<file path="src/rtl/sel_mux_if.sv">
// Handshake bundle for sel_mux_pipe: N packed sources in, one registered selected word out.
interface sel_mux_if #(
  parameter int WIDTH  = 32,
  parameter int NUM_IN = 4
);
  localparam int SEL_W = (NUM_IN > 1) ? $clog2(NUM_IN) : 1;

  logic [NUM_IN*WIDTH-1:0] in_data;
  logic [SEL_W-1:0]        in_sel;
  logic                    in_valid;
  logic                    in_ready;
  logic                    flush;
  logic [WIDTH-1:0]        out_data;
  logic                    out_valid;
  logic                    out_ready;
  logic                    sel_err;
  logic                    err_clr;

  modport master (
    output in_data, in_sel, in_valid, flush, out_ready, err_clr,
    input  in_ready, out_data, out_valid, sel_err
  );

  modport slave (
    input  in_data, in_sel, in_valid, flush, out_ready, err_clr,
    output in_ready, out_data, out_valid, sel_err
  );
endinterface

</file>
<file path="src/rtl/sel_mux_pipe.sv">
// N-way result selector with registered valid/ready output and a one-deep skid register.
// Optional SEL_MUX_STATS_EN adds a saturating 16-bit delivered-word counter (xfer_count).
module sel_mux_pipe #(
  parameter int WIDTH  = 32,
  parameter int NUM_IN = 4
) (
  input  logic        clk,
  input  logic        rst_n,
  sel_mux_if.slave    bus
`ifdef SEL_MUX_STATS_EN
  ,
  output logic [15:0] xfer_count
`endif
);
  localparam int SEL_W = (NUM_IN > 1) ? $clog2(NUM_IN) : 1;
  localparam int NSLOT = 1 << SEL_W;

  typedef enum logic [1:0] {EMPTY, ONE, FULL} state_t;

  state_t           state, state_nx;
  logic [WIDTH-1:0] src [NSLOT];
  logic [WIDTH-1:0] sel_val, out_q, skid_q;
  logic             sel_bad, err_q;
  logic             in_ready, accept, deliver;
  logic             load_out, load_skid, move_skid;

  // Pad the source table to a power of two so the index never leaves the array.
  for (genvar k = 0; k < NSLOT; k++) begin : g_src
    if (k < NUM_IN) begin : g_real
      assign src[k] = bus.in_data[k*WIDTH +: WIDTH];
    end else begin : g_pad
      assign src[k] = '0;
    end
  end

  if (NSLOT > NUM_IN) begin : g_chk
    assign sel_bad = (bus.in_sel >= SEL_W'(NUM_IN));
  end else begin : g_nochk
    assign sel_bad = 1'b0;
  end

  assign sel_val = src[bus.in_sel];

  assign in_ready      = (state != FULL);
  assign accept        = bus.in_valid & in_ready;
  assign deliver       = (state != EMPTY) & bus.out_ready;
  assign bus.in_ready  = in_ready;
  assign bus.out_valid = (state != EMPTY);
  assign bus.out_data  = out_q;
  assign bus.sel_err   = err_q;

  always_comb begin
    state_nx  = state;
    load_out  = 1'b0;
    load_skid = 1'b0;
    move_skid = 1'b0;
    case (state)
      EMPTY: if (accept) begin
        state_nx = ONE;
        load_out = 1'b1;
      end
      ONE: begin
        if (accept && !deliver) begin
          state_nx  = FULL;
          load_skid = 1'b1;
        end else if (accept) begin
          load_out = 1'b1;
        end else if (deliver) begin
          state_nx = EMPTY;
        end
      end
      FULL: if (deliver) begin
        state_nx  = ONE;
        move_skid = 1'b1;
      end
      default: state_nx = EMPTY;
    endcase
    // Flush wins over everything; the output register keeps stale data.
    if (bus.flush) begin
      state_nx  = EMPTY;
      load_out  = 1'b0;
      load_skid = 1'b0;
      move_skid = 1'b0;
    end
  end

  always_ff @(posedge clk or negedge rst_n) begin
    if (!rst_n) begin
      state  <= EMPTY;
      out_q  <= '0;
      skid_q <= '0;
      err_q  <= 1'b0;
    end else begin
      state <= state_nx;
      if (load_out)       out_q  <= sel_val;
      else if (move_skid) out_q  <= skid_q;
      if (load_skid)      skid_q <= sel_val;
      if (accept && sel_bad) err_q <= 1'b1;
      else if (bus.err_clr)  err_q <= 1'b0;
    end
  end

`ifdef SEL_MUX_STATS_EN
  always_ff @(posedge clk or negedge rst_n) begin
    if (!rst_n)                            xfer_count <= '0;
    else if (deliver && xfer_count != '1)  xfer_count <= xfer_count + 16'd1;
  end
`endif

endmodule

</file>
<file path="src/flat_wrapper.sv">
// flat-port wrapper written by rule: the top's interface ports become plain ports
module sel_mux_pipe_flat 
#(
  parameter int WIDTH  = 32,
  parameter int NUM_IN = 4
)
  (clk, rst_n, bus_in_data, bus_in_sel, bus_in_valid, bus_flush, bus_out_ready, bus_err_clr, bus_in_ready, bus_out_data, bus_out_valid, bus_sel_err);
  sel_mux_if #(.WIDTH(WIDTH), .NUM_IN(NUM_IN)) bus_i ();
  input  logic clk;
  input  logic rst_n;
  input wire logic [$bits(bus_i.in_data)-1:0] bus_in_data;
  input wire logic [$bits(bus_i.in_sel)-1:0] bus_in_sel;
  input wire logic [$bits(bus_i.in_valid)-1:0] bus_in_valid;
  input wire logic [$bits(bus_i.flush)-1:0] bus_flush;
  input wire logic [$bits(bus_i.out_ready)-1:0] bus_out_ready;
  input wire logic [$bits(bus_i.err_clr)-1:0] bus_err_clr;
  output wire logic [$bits(bus_i.in_ready)-1:0] bus_in_ready;
  output wire logic [$bits(bus_i.out_data)-1:0] bus_out_data;
  output wire logic [$bits(bus_i.out_valid)-1:0] bus_out_valid;
  output wire logic [$bits(bus_i.sel_err)-1:0] bus_sel_err;
  assign bus_i.in_data = bus_in_data;
  assign bus_i.in_sel = bus_in_sel;
  assign bus_i.in_valid = bus_in_valid;
  assign bus_i.flush = bus_flush;
  assign bus_i.out_ready = bus_out_ready;
  assign bus_i.err_clr = bus_err_clr;
  assign bus_in_ready = bus_i.in_ready;
  assign bus_out_data = bus_i.out_data;
  assign bus_out_valid = bus_i.out_valid;
  assign bus_sel_err = bus_i.sel_err;
  sel_mux_pipe #(.WIDTH(WIDTH), .NUM_IN(NUM_IN)) u_core (.clk(clk), .rst_n(rst_n), .bus(bus_i));
endmodule
</file>
<file path="config.mk">
export PLATFORM = sky130hd
export DESIGN_NAME = sel_mux_pipe_flat
export DESIGN_NICKNAME = d
export VERILOG_FILES = /design/src/rtl/sel_mux_if.sv /design/src/rtl/sel_mux_pipe.sv /design/src/flat_wrapper.sv
export SDC_FILE = /design/constraint.sdc
export NUM_CORES = 1
export LEC_CHECK = 0
export ABC_AREA = 0
export BUFFER_PORTS_ARGS = -buffer_cell sky130_fd_sc_hd__clkbuf_2
export CORE_UTILIZATION = 40
export CTS_BUF_LIST = sky130_fd_sc_hd__clkbuf_8
export DETAILED_ROUTE_END_ITERATION = 8
export PLACE_DENSITY_LB_ADDON = 0.1
export SYNTH_ARGS = -nofsm -noshare
export SYNTH_HDL_FRONTEND = slang
export SYNTH_SLANG_ARGS = --single-unit
</file>
<file path="constraint.sdc">
create_clock -name clk -period 1.6 [get_ports clk]
set_input_delay 0.16 -clock clk [delete_from_list [all_inputs] [get_ports clk]]
set_output_delay 0.16 -clock clk [all_outputs]
set_load 0.01 [all_outputs]
</file>
==> results of run 1 <==
-- power groups by stage --
stage / registers [mW] / clock network (mW) / logic (mW)
after floorplan: 2.38 / 0 / 0.668
after global placement: 2.34 / 0 / 1.19
after detailed placement: 2.36 / 0 / 1.24
after CTS: 2.33 / 1.46 / 1.25
after global routing: 2.39 / 1.53 / 1.37
final: 2.34 / 1.42 / 1.24
-- routing by layer --
metal / GRT usage / wire length, um / vias up
met2: 0.3458 / 4483 / 135
met5: 0 / 0 / -
met1: 0.2619 / 3790 / 1452
met4: 0.09204 / 157 / 0
met3: 0.04502 / 644 / 12
li1: - / - / 1309
-- metrics by stage --
step | TNS (ns) | std cells | power (mW) | hold WS, ns
floorplan | 0 | 235 | 3.046 | -0.1356
global placement | -4.240 | 495 | 3.533 | 0.1134
detailed placement | -4.425 | 495 | 3.594 | 0.1137
CTS | 0 | 517 | 5.050 | 0.04739
global route | -0.1842 | 519 | 5.284 | 0.07870
finish | 0 | 519 | 4.999 | 0.07094
-- Yosys cell counts --
library cell / count
sky130_fd_sc_hd__buf_4: 1
sky130_fd_sc_hd__mux4_1: 1
sky130_fd_sc_hd__a211oi_1: 1
sky130_fd_sc_hd__nand2b_1: 3
sky130_fd_sc_hd__a21oi_1: 2
sky130_fd_sc_hd__a221o_1: 32
sky130_fd_sc_hd__nor3b_2: 1
sky130_fd_sc_hd__buf_1: 3
sky130_fd_sc_hd__mux2_2: 31
sky130_fd_sc_hd__clkbuf_1: 12
sky130_fd_sc_hd__or3b_2: 1
sky130_fd_sc_hd__buf_12: 3
sky130_fd_sc_hd__mux2_1: 1
sky130_fd_sc_hd__nor4bb_1: 1
sky130_fd_sc_hd__o21ba_2: 1
sky130_fd_sc_hd__nor2_1: 1
sky130_fd_sc_hd__mux2i_1: 1
sky130_fd_sc_hd__dfrtp_1: 66
sky130_fd_sc_hd__buf_6: 1
sky130_fd_sc_hd__and3_1: 32
sky130_fd_sc_hd__nand3b_1: 1
sky130_fd_sc_hd__mux4_2: 31
sky130_fd_sc_hd__buf_2: 5
sky130_fd_sc_hd__conb_1: 1
sky130_fd_sc_hd__or2_2: 1
sky130_fd_sc_hd__nand2_1: 1
-- final timing paths --
| kind | end | cells past startpoint | from | slack, ns |
|---|---|---|---|---|
| min in group asynchronous | u_core.state[0] | 2 | rst_n | 0.28 |
| worst max-delay path | u_core.skid_q[10] | 5 | u_core.state[1] | 0.02 |
| worst max register to register | u_core.skid_q[10] | 5 | u_core.state[1] | 0.02 |
| worst min register to register | u_core.skid_q[10] | 1 | u_core.skid_q[10] | 0.50 |
| max in group asynchronous | u_core.bus.out_data[15] | 3 | rst_n | 0.78 |
| worst min-delay path | u_core.state[1] | 2 | bus_out_ready | 0.07 |
-- critical path, stage by stage (launching register included) --
cell and delay (ns):
sky130_fd_sc_hd__dfrtp_2 0.45, sky130_fd_sc_hd__nor3b_4 0.27, sky130_fd_sc_hd__buf_4 0.16, sky130_fd_sc_hd__nand2b_2 0.08, sky130_fd_sc_hd__buf_8 0.17, sky130_fd_sc_hd__mux2_1 0.32
-- flip-flops by register name, summed over array words and instances, names as in the netlist --
name	flops
u_core.bus.out_data	32
u_core.skid_q	32
u_core.state	2
-- kinds of logic after synthesis --
kind of cell / share of synthesized area
other: 0.001062
and+or+nand+nor: 0.07692
DFF: 0.4679
AOI/OAI and AO/OA: 0.09855
buffers and inverters: 0.04537
muxes: 0.3102
-- area by class of cell --
| cell class | instances | area (sq um) | share of cell area |
|---|---|---|---|
| tap | 105 | 131.4 | 0.02720 |
| clock buffer | 10 | 137.6 | 0.02849 |
| timing repair buffer | 187 | 1070 | 0.2214 |
| sequential | 66 | 1654 | 0.3424 |
| multi-input combinational | 145 | 1772 | 0.3667 |
| clock inverter | 6 | 66.31 | 0.01373 |
-- repair_timing --
| action | 4_1_cts | 5_1_grt |
|---|---|---|
| endpoints found under the setup margin | 64 | 64 |
| gates cloned | 1 | 0 |
| pin swaps | 1 | 1 |
| hold endpoints to repair | 28 | 0 |
| buffers inserted | 4 | 3 |
| hold buffers | 1 | 0 |
| resized for setup | 4 | 5 |
==> PnR_summary.wiki, run 1 <==
{| class="wikitable"
! Metric !! Value
|-
| Leak pwr || 2.428 nW
|-
| Syn Inst Count || 235
|-
| Power density normalized to cell area || 1035 nW/um^2
|-
| Logic gate share of total power || 0.249
|-
| Fin util || 0.5764
|-
| Transition at the pin with the smallest max-transition slack || 0.5707 ns
|-
| Remaining antenna violation count || 0
|-
| Worst hold path type || primary input to register
|-
| Peak VDD IR || 0.0004085 V
|-
| Die X || 95.94 um
|-
| Ys Warns || 0
|-
| Count of pins over their slew limit || 0
|-
| Syn Std Cell Area || 3530 sq um
|-
| Top post-synthesis cells by area || sky130_fd_sc_hd__dfrtp_1 (47%), sky130_fd_sc_hd__mux4_2 (20%), sky130_fd_sc_hd__mux2_2 (9.9%)
|-
| Internal power || 3.606 mW
|-
| Number of hold violations in the final report || 0
|-
| Kind of start point of the critical path || register
|-
| Floorplan Core Area || 8382 sq um
|-
| Top cell type's share of synthesized area || 0.4679
|-
| Number of buffers added on ports || 168
|-
| I/O pin count || 171
|-
| Initial antenna violation count || 0
|-
| H-tree level count || 3
|-
| Net switching fraction of the power || 0.2788
|-
| Die Footprint || 9204 sq um
|-
| Register bit count reported by yosys || 66
|-
| Vias in the first global route || 2806
|-
| Max FO, Critical Path || 17
|-
| Post-synth cell types || 26
|-
| Setup repair after global routing missed its margin || true
|-
| Clock buffer count from CTS || 9
|-
| Filler cell count || 733
|-
| HPWL after detailed placement || 6238 um
|-
| Pin count of the biggest net entering global routing || 39
|-
| Max Cap Viol || 0
|-
| Critical path type || register to register
|-
| Fraction of layout instances using a drive strength above 1 || 0.6643
|-
| Global-route wire length before repair || 13870 um
|-
| Data arrival at the endpoint of the critical path || 1.80 ns
|-
| Largest area contributor in the netlist || sky130_fd_sc_hd__dfrtp_1
|-
| Via density per instance || 5.603
|-
| Final setup fails || 0
|-
| Required time at the worst-slack endpoint || 1.82 ns
|-
| Sequential cell fraction of total power || 0.468
|-
| Minimum clock period || 1.576 ns
|-
| Part of the Yosys area used for sequential elements || 0.4679
|-
| Syn nets || 371
|-
| Category of the worst setup path capture point || register
|-
| Cell chosen for the clock root || sky130_fd_sc_hd__clkbuf_8
|-
| Clock input transition at the sequential cells of the worst setup and hold paths || 0.07 ns
|-
| Fmax || 0.6346 GHz
|-
| Headroom to the max-slew limit || 0.6187
|-
| Overflow left after global routing || 0
|-
| Most common library cell in the layout ignoring fill and taps || sky130_fd_sc_hd__clkbuf_2
|-
| Number of sinks driven by the clock tree || 66
|-
| DR DRC count || 0
|-
| Setup clock skew after layout || 0.004565 ns
|-
| Final instance area || 4831 sq um
|-
| Gpl congestion || 0.6999
|-
| Status || finished, final reports clean
|-
| Initial standard-cell utilization of the core || 0.4211
|-
| Iteration count of the initial detailed-routing pass || 4
|-
| Via total after detailed routing || 2908
|-
| Number of buffers on the longest clock path || 2
|-
| Wirelength, routed || 9076 um
|-
| Skew-Pair Late Insertion Delay || 0.34 ns
|-
| Cell row count || 33
|-
| Worst Setup Slack post-DPL || -0.1366 ns
|-
| Power spent charging and discharging nets || 1.394 mW
|-
| Clock power share || 0.284
|-
| Total Nets Final || 545
|-
| Total placed instance area || 4519 sq um
|-
| Die outline height || 95.94 um
|-
| Iteration-0 DRC Markers || 113
|-
| Syn_area_per_cell || 15.02 sq um
|-
| Average wire per cell in the routed design || 17.49 um
|-
| Layout overhead on the synthesized area || 36.87%
|-
| Share of the cycle needed by the critical path after routing || 0.9849
|-
| Count of antenna diodes in the layout || 0
|-
| All-Layer GR Usage || 0.2084
|-
| Commonest cells after routing, fill and taps aside || sky130_fd_sc_hd__clkbuf_2 (167), sky130_fd_sc_hd__dfrtp_1 (64), sky130_fd_sc_hd__and3_1 (32), sky130_fd_sc_hd__a221o_1 (32)
|-
| Final worst slack || 0.02414 ns
|-
| Clock tree from TritonCTS || yes
|}
Note: power is estimated with default switching activity, not from simulation.
==> inputs of run 2 (changes only) <==
--- a/config.mk
+++ b/config.mk
@@ -7,6 +7,7 @@
 export LEC_CHECK = 0
 export ABC_AREA = 0
 export BUFFER_PORTS_ARGS = -buffer_cell sky130_fd_sc_hd__clkbuf_2
+export CORE_ASPECT_RATIO = 0.7
 export CORE_UTILIZATION = 40
 export CTS_BUF_LIST = sky130_fd_sc_hd__clkbuf_8
 export DETAILED_ROUTE_END_ITERATION = 8
==> run 2 against run 1 <==
Utilization is 0.45 points lower. Die area about the same. Largest cell class unchanged. Combinational power hardly changed. Worst setup slack improved by 0.038 ns.
==> PnR_summary.wiki, run 2 (synthesized netlist as in run 1, its figures left out) <==
{| class="wikitable"
! Metric !! Value
|-
| Status || finished, final reports clean
|-
| Final setup fails || 0
|-
| Category of the worst setup path capture point || register
|-
| Kind of start point of the critical path || register
|-
| Total chip power || 5.157 mW
|-
| Final instance area || 4868 sq um
|-
| Data arrival at the endpoint of the critical path || 1.76 ns
|-
| R2R cell count || 5
|-
| Clock power share || 0.306
|-
| Most common library cell in the layout ignoring fill and taps || sky130_fd_sc_hd__clkbuf_2
|-
| Iteration-0 DRC Markers || 109
|-
| Die Footprint || 9210 sq um
|-
| Commonest cells after routing, fill and taps aside || sky130_fd_sc_hd__clkbuf_2 (167), sky130_fd_sc_hd__dfrtp_1 (65), sky130_fd_sc_hd__and3_1 (32), sky130_fd_sc_hd__a221o_1 (32)
|-
| Via total after detailed routing || 2864
|-
| Total placed instance area || 4556 sq um
|-
| Reg-to-reg critical path endpoint || u_core.bus.out_data[11]
|-
| Net switching fraction of the power || 0.2749
|-
| Max Cap Viol || 0
|-
| Iteration count of the initial detailed-routing pass || 4
|-
| Total Nets Final || 543
|-
| Total Neg Setup Slack || 0 ns
|-
| Max FO, Critical Path || 16
|-
| Worst hold path type || primary input to register
|-
| H-tree level count || 3
|-
| Transition at the pin with the smallest max-transition slack || 0.5531 ns
|-
| Overflow left after global routing || 0
|-
| Layout overhead on the synthesized area || 37.93%
|-
| Via density per instance || 5.383
|-
| FF-to-FF Start || u_core.state[1]
|-
| Headroom to the max-slew limit || 0.6304
|-
| Leak pwr || 2.457 nW
|-
| Peak VDD IR || 0.0004108 V
|-
| Floorplan Core Area || 8513 sq um
|-
| Vias in the first global route || 2922
|-
| Power density normalized to cell area || 1059 nW/um^2
|-
| Global-route wire length before repair || 14440 um
|-
| Filler cell count || 728
|-
| Number of hold violations in the final report || 0
|-
| Initial standard-cell utilization of the core || 0.4146
|-
| Required time at the worst-slack endpoint || 1.82 ns
|-
| Cell row count || 28
|-
| Remaining antenna violation count || 0
|-
| Flop-to-flop setup slack || 0.06 ns
|-
| Fmax || 0.6502 GHz
|-
| Gpl congestion || 0.7205
|-
| Critical path type || register to register
|-
| DR DRC count || 0
|-
| Number of buffers added on ports || 168
|-
| Die X || 114.3 um
|-
| Setup clock skew after layout || 0.01005 ns
|-
| Sequential cell fraction of total power || 0.453
|-
| All-Layer GR Usage || 0.2113
|-
| Clock buffer count from CTS || 9
|-
| Count of antenna diodes in the layout || 0
|-
| Share of the cycle needed by the critical path after routing || 0.9613
|-
| Wirelength, routed || 9061 um
|-
| Minimum clock period || 1.538 ns
|-
| Clock tree from TritonCTS || yes
|-
| Count of pins over their slew limit || 0
|-
| Logic gate share of total power || 0.242
|-
| Internal power || 3.739 mW
|-
| Initial antenna violation count || 0
|-
| Average wire per cell in the routed design || 17.03 um
|-
| Power spent charging and discharging nets || 1.418 mW
|-
| Fraction of layout instances using a drive strength above 1 || 0.6626
|-
| Worst hold start || bus_out_ready
|-
| Met3 wirelength from detailed routing || 575 um
|-
| HPWL after detailed placement || 6352 um
|-
| Number of sinks driven by the clock tree || 66
|-
| I/O pin count || 171
|-
| Routed length on met2 || 4328 um
|-
| Cell chosen for the clock root || sky130_fd_sc_hd__clkbuf_8
|-
| WL met1 || 3976 um
|-
| Die outline height || 80.60 um
|-
| Worst Hold Path EP || u_core.state[1]
|-
| Top sig layer || met4
|-
| Worst Hold Depth || 2
|-
| Skew-Pair Late Insertion Delay || 0.34 ns
|-
| Number of buffers on the longest clock path || 2
|-
| Clock input transition at the sequential cells of the worst setup and hold paths || 0.08 ns
|-
| Pin count of the biggest net entering global routing || 67
|}
run 2: changes by cell type in the layout (fill, tap and decap cells not counted), sizes merged:
cell	before	now
buf	19	17
bufinv	1	2
clkbuf	177	176
clkinv	2	1
clkinvlp	3	1
inv	0	3
run 2: worst max-delay path, cell delays in order (launching register included):
cell                      delay (ns)
sky130_fd_sc_hd__dfrtp_1        0.42
sky130_fd_sc_hd__nor3b_4        0.30
sky130_fd_sc_hd__buf_4          0.20
sky130_fd_sc_hd__a21oi_4        0.06
sky130_fd_sc_hd__buf_12         0.15
sky130_fd_sc_hd__a221o_1        0.28
run 2: metal layers:
layer  global-route usage  up-vias
met3              0.05057       14
met5                    0        -
li1                     -     1307
met2               0.3448      138
met4              0.08182        0
met1               0.2733     1405
run 2: area by class of cell:
class,count,area (sq um),area share
multi-input cells,145,1785,0.3667
flip-flops and latches,66,1653,0.3395
repair buffers,185,1057,0.2172
well taps,120,150.1,0.03084
clock buffers,9,123.9,0.02544
clock inverters,7,98.84,0.02030
run 2: power groups by stage:
stage	Sequential, mW	Clock [mW]	Combinational, mW
after CTS	2.33	1.62	1.26
after floorplan	2.38	0	0.668
after global placement	2.35	0	1.19
after global routing	2.39	1.71	1.37
after detailed placement	2.36	0	1.24
final	2.34	1.58	1.25
run 2: how the worst max path moves through the flow:
stage / startpoint / endpoint / slack (ns) / cells after the start
2_1_floorplan: u_core.state[1] / u_core.skid_q[10] / 0.04 / 5
3_3_place_gp: u_core.state[0] / u_core.bus.out_data[16] / -0.14 / 3
3_5_place_dp: u_core.state[0] / u_core.bus.out_data[6] / -0.19 / 3
4_1_cts: u_core.state[1] / u_core.skid_q[10] / -0.03 / 5
5_1_grt: u_core.state[1] / u_core.bus.out_data[17] / -0.01 / 5
6_report: u_core.state[1] / u_core.bus.out_data[11] / 0.06 / 5
run 2: what timing repair did:
action                                 4_1_cts  5_1_grt
pin swaps                                    3        1
endpoints found under the hold margin       66        0
buffers inserted                             1        2
cloned                                       1        0
setup endpoints to repair                   32       57
hold buffers                                 1        0
gates resized for setup                      7        2
run 2: metrics by stage:
stage | util | cells | hold slack [ns] | setup slack (ns)
2_1_floorplan | - | 235 | -0.1356 | 0.04252
3_3_place_gp | 0.5351 | 511 | 0.2113 | -0.1365
3_5_place_dp | 0.5351 | 511 | 0.1995 | -0.1906
4_1_cts | 0.5679 | 530 | 0.07030 | -0.02926
5_1_grt | 0.5719 | 532 | 0.08214 | -0.01285
6_report | 0.5719 | 532 | 0.09331 | 0.06193
==> inputs of run 3 (changes only) <==
==> constraint.sdc (replaced) <==
create_clock -name clk -period 1.38 [get_ports clk]
set_input_delay 0.138 -clock clk [delete_from_list [all_inputs] [get_ports clk]]
set_output_delay 0.138 -clock clk [all_outputs]
set_load 0.01 [all_outputs]
==> run 3 against run 2 <==
The run now ends with setup timing left. Largest power group unchanged. Cell count up 0.75%. Worst setup slack got worse by 0.19 ns. Non-clock buffer count is 6 higher. Sequential power grew 16%. Fmax increased by 2.1%. Die area did not move. Via count is 0.73% higher. Critical endpoint is now u_core.bus.out_data[3]. Register-to-register slack worse by 0.19 ns. Clock skew decreased by 0.0046 ns. Combinational power up 18%. Sequential cell count did not move.
==> PnR_summary.wiki, run 3 (synthesized netlist as in run 1, its figures left out) <==
{| class="wikitable"
! Metric !! Value
|-
| Status || finished with violations
|-
| Failing checks || setup timing
|-
| Slowest CP cell || sky130_fd_sc_hd__dfrtp_2
|-
| Required time at the worst-slack endpoint || 1.59 ns
|-
| Overflow left after global routing || 0
|-
| Commonest cells after routing, fill and taps aside || sky130_fd_sc_hd__clkbuf_2 (166), sky130_fd_sc_hd__dfrtp_1 (64), sky130_fd_sc_hd__and3_1 (32), sky130_fd_sc_hd__a221o_1 (32)
|-
| Critical path type || register to register
|-
| Final worst slack || -0.1257 ns
|-
| Register area || 1654 sq um
|-
| Floorplan Core Area || 8513 sq um
|-
| Filler cell count || 720
|-
| Cell Chain, Critical Path || nor4bb_4 -> buf_6 -> a21oi_4 -> buf_12 -> a221o_1
|-
| Minimum clock period || 1.506 ns
|-
| Cell chosen for the clock root || sky130_fd_sc_hd__clkbuf_8
|-
| Share of the cycle needed by the critical path after routing || 1.091
|-
| Wirelength, routed || 9071 um
|-
| Clock buffer count from CTS || 9
|-
| Iteration-0 DRC Markers || 147
|-
| Number of hold violations in the final report || 0
|-
| Vias in the first global route || 2755
|-
| Gpl congestion || 0.7153
|-
| DR DRC count || 0
|-
| Fraction of layout instances using a drive strength above 1 || 0.6707
|-
| Leak pwr || 2.500 nW
|-
| Worst hold path type || primary input to register
|-
| Initial antenna violation count || 0
|-
| Die outline height || 80.60 um
|-
| Data arrival at the endpoint of the critical path || 1.72 ns
|-
| HPWL after detailed placement || 6204 um
|-
| Category of the worst setup path capture point || register
|-
| Final Instance Count excl. Fillers || 536
|-
| Hold Worst Slack || 0.09477 ns
|-
| Kind of start point of the critical path || register
|-
| Clock tree from TritonCTS || yes
|-
| Total Nets Final || 549
|-
| Global-route wire length before repair || 14100 um
|-
| Average wire per cell in the routed design || 16.92 um
|-
| Peak VDD IR || 0.0004431 V
|-
| Iteration count of the initial detailed-routing pass || 4
|-
| Setup clock skew after layout || 0.005407 ns
|-
| Clock input transition at the sequential cells of the worst setup and hold paths || 0.07 ns
|-
| Count of pins over their slew limit || 0
|-
| Most common library cell in the layout ignoring fill and taps || sky130_fd_sc_hd__clkbuf_2
|-
| I/O pin count || 171
|-
| Inst Count DP || 513
|-
| Combined buffer and inverter count along the critical path || 2
|-
| Via density per instance || 5.382
|-
| Number of sinks driven by the clock tree || 66
|-
| Remaining antenna violation count || 0
|-
| Setup repair after global routing missed its margin || true
|-
| Layout overhead on the synthesized area || 40.52%
|-
| Number of buffers added on ports || 168
|-
| Skew-Pair Late Insertion Delay || 0.33 ns
|-
| Final setup fails || 65
|-
| Via total after detailed routing || 2885
|-
| Number of buffers on the longest clock path || 2
|-
| Footprint of the multi-input gates || 1788 sq um
|-
| H-tree level count || 3
|-
| Maximum cell stage delay along the critical path || 0.44 ns
|-
| Count of antenna diodes in the layout || 0
|-
| All-Layer GR Usage || 0.2050
|-
| Pin count of the biggest net entering global routing || 67
|-
| Die X || 114.3 um
|-
| Cell row count || 28
|-
| Initial standard-cell utilization of the core || 0.4146
|-
| Max FO, Critical Path || 16
|-
| Max Cap Viol || 0
|-
| Power density normalized to cell area || 1166 nW/um^2
|-
| Fmax || 0.6641 GHz
|-
| Die Footprint || 9210 sq um
|-
| Family of cells with the greatest summed delay on the critical path || flip-flops
|}
run 3: area by class of cell:
cell class                 instances  share of cell area
tap                              120             0.03027
sequential                        66              0.3335
clock buffer                      11             0.03052
timing repair buffer             191              0.2371
multi-input combinational        145              0.3605
clock inverter                     3            0.008073
run 3: repair_timing:
action | in CTS | in global routing
endpoints found under the hold margin | 66 | 0
pin swaps | 2 | 2
resized for setup | 7 | 7
setup endpoints to repair | 65 | 67
hold buffers | 1 | 0
setup buffers | 5 | 0
cloned | 2 | 1
run 3: final timing paths:
path / start / endpoint / slack, ns / cells past startpoint
worst min register to register: u_core.skid_q[28] / u_core.bus.out_data[28] / 0.50 / 1
max in group asynchronous: rst_n / u_core.bus.out_data[12] / 0.75 / 3
worst min-delay path: bus_flush / u_core.state[1] / 0.09 / 2
worst max-delay path: u_core.state[0] / u_core.bus.out_data[3] / -0.13 / 5
worst max register to register: u_core.state[0] / u_core.bus.out_data[3] / -0.13 / 5
min in group asynchronous: rst_n / u_core.bus.out_data[10] / 0.35 / 3
run 3: power breakdown:
part	internal [mW]	total, mW	switching [mW]
combinational	0.904	1.48	0.576
clock	0.907	1.59	0.681
sequential	2.43	2.72	0.284
run 3: routing by layer:
layer | vias up | wire, um | global-route usage
met1 | 1446 | 4353 | 0.2870
met3 | 5 | 643 | 0.06038
met5 | - | 0 | 0
met4 | 0 | 55 | 0.05065
met2 | 119 | 4019 | 0.3127
li1 | 1315 | - | -
run 3: metrics by stage:
step	instance area, sq um	setup slack (ns)	TNS [ns]	utilization	total power, mW
floorplan	3592	-0.09027	-4.184	-	3.558
global placement	4601	-0.2800	-10.98	0.5404	4.138
detailed placement	4601	-0.2896	-10.56	0.5404	4.187
CTS	4910	-0.1376	-7.362	0.5767	5.830
global route	4960	-0.1530	-8.574	0.5826	6.107
finish	4960	-0.1257	-6.464	0.5826	5.783
run 3: worst reg2reg max path, delay by kind of cell, from the launching register on:
family,cells,cell delay [ns]
buffers and inverters,2,0.33
AND/OR/NAND/NOR,1,0.28
flip-flops,1,0.44
AO/OA/AOI/OAI,2,0.35
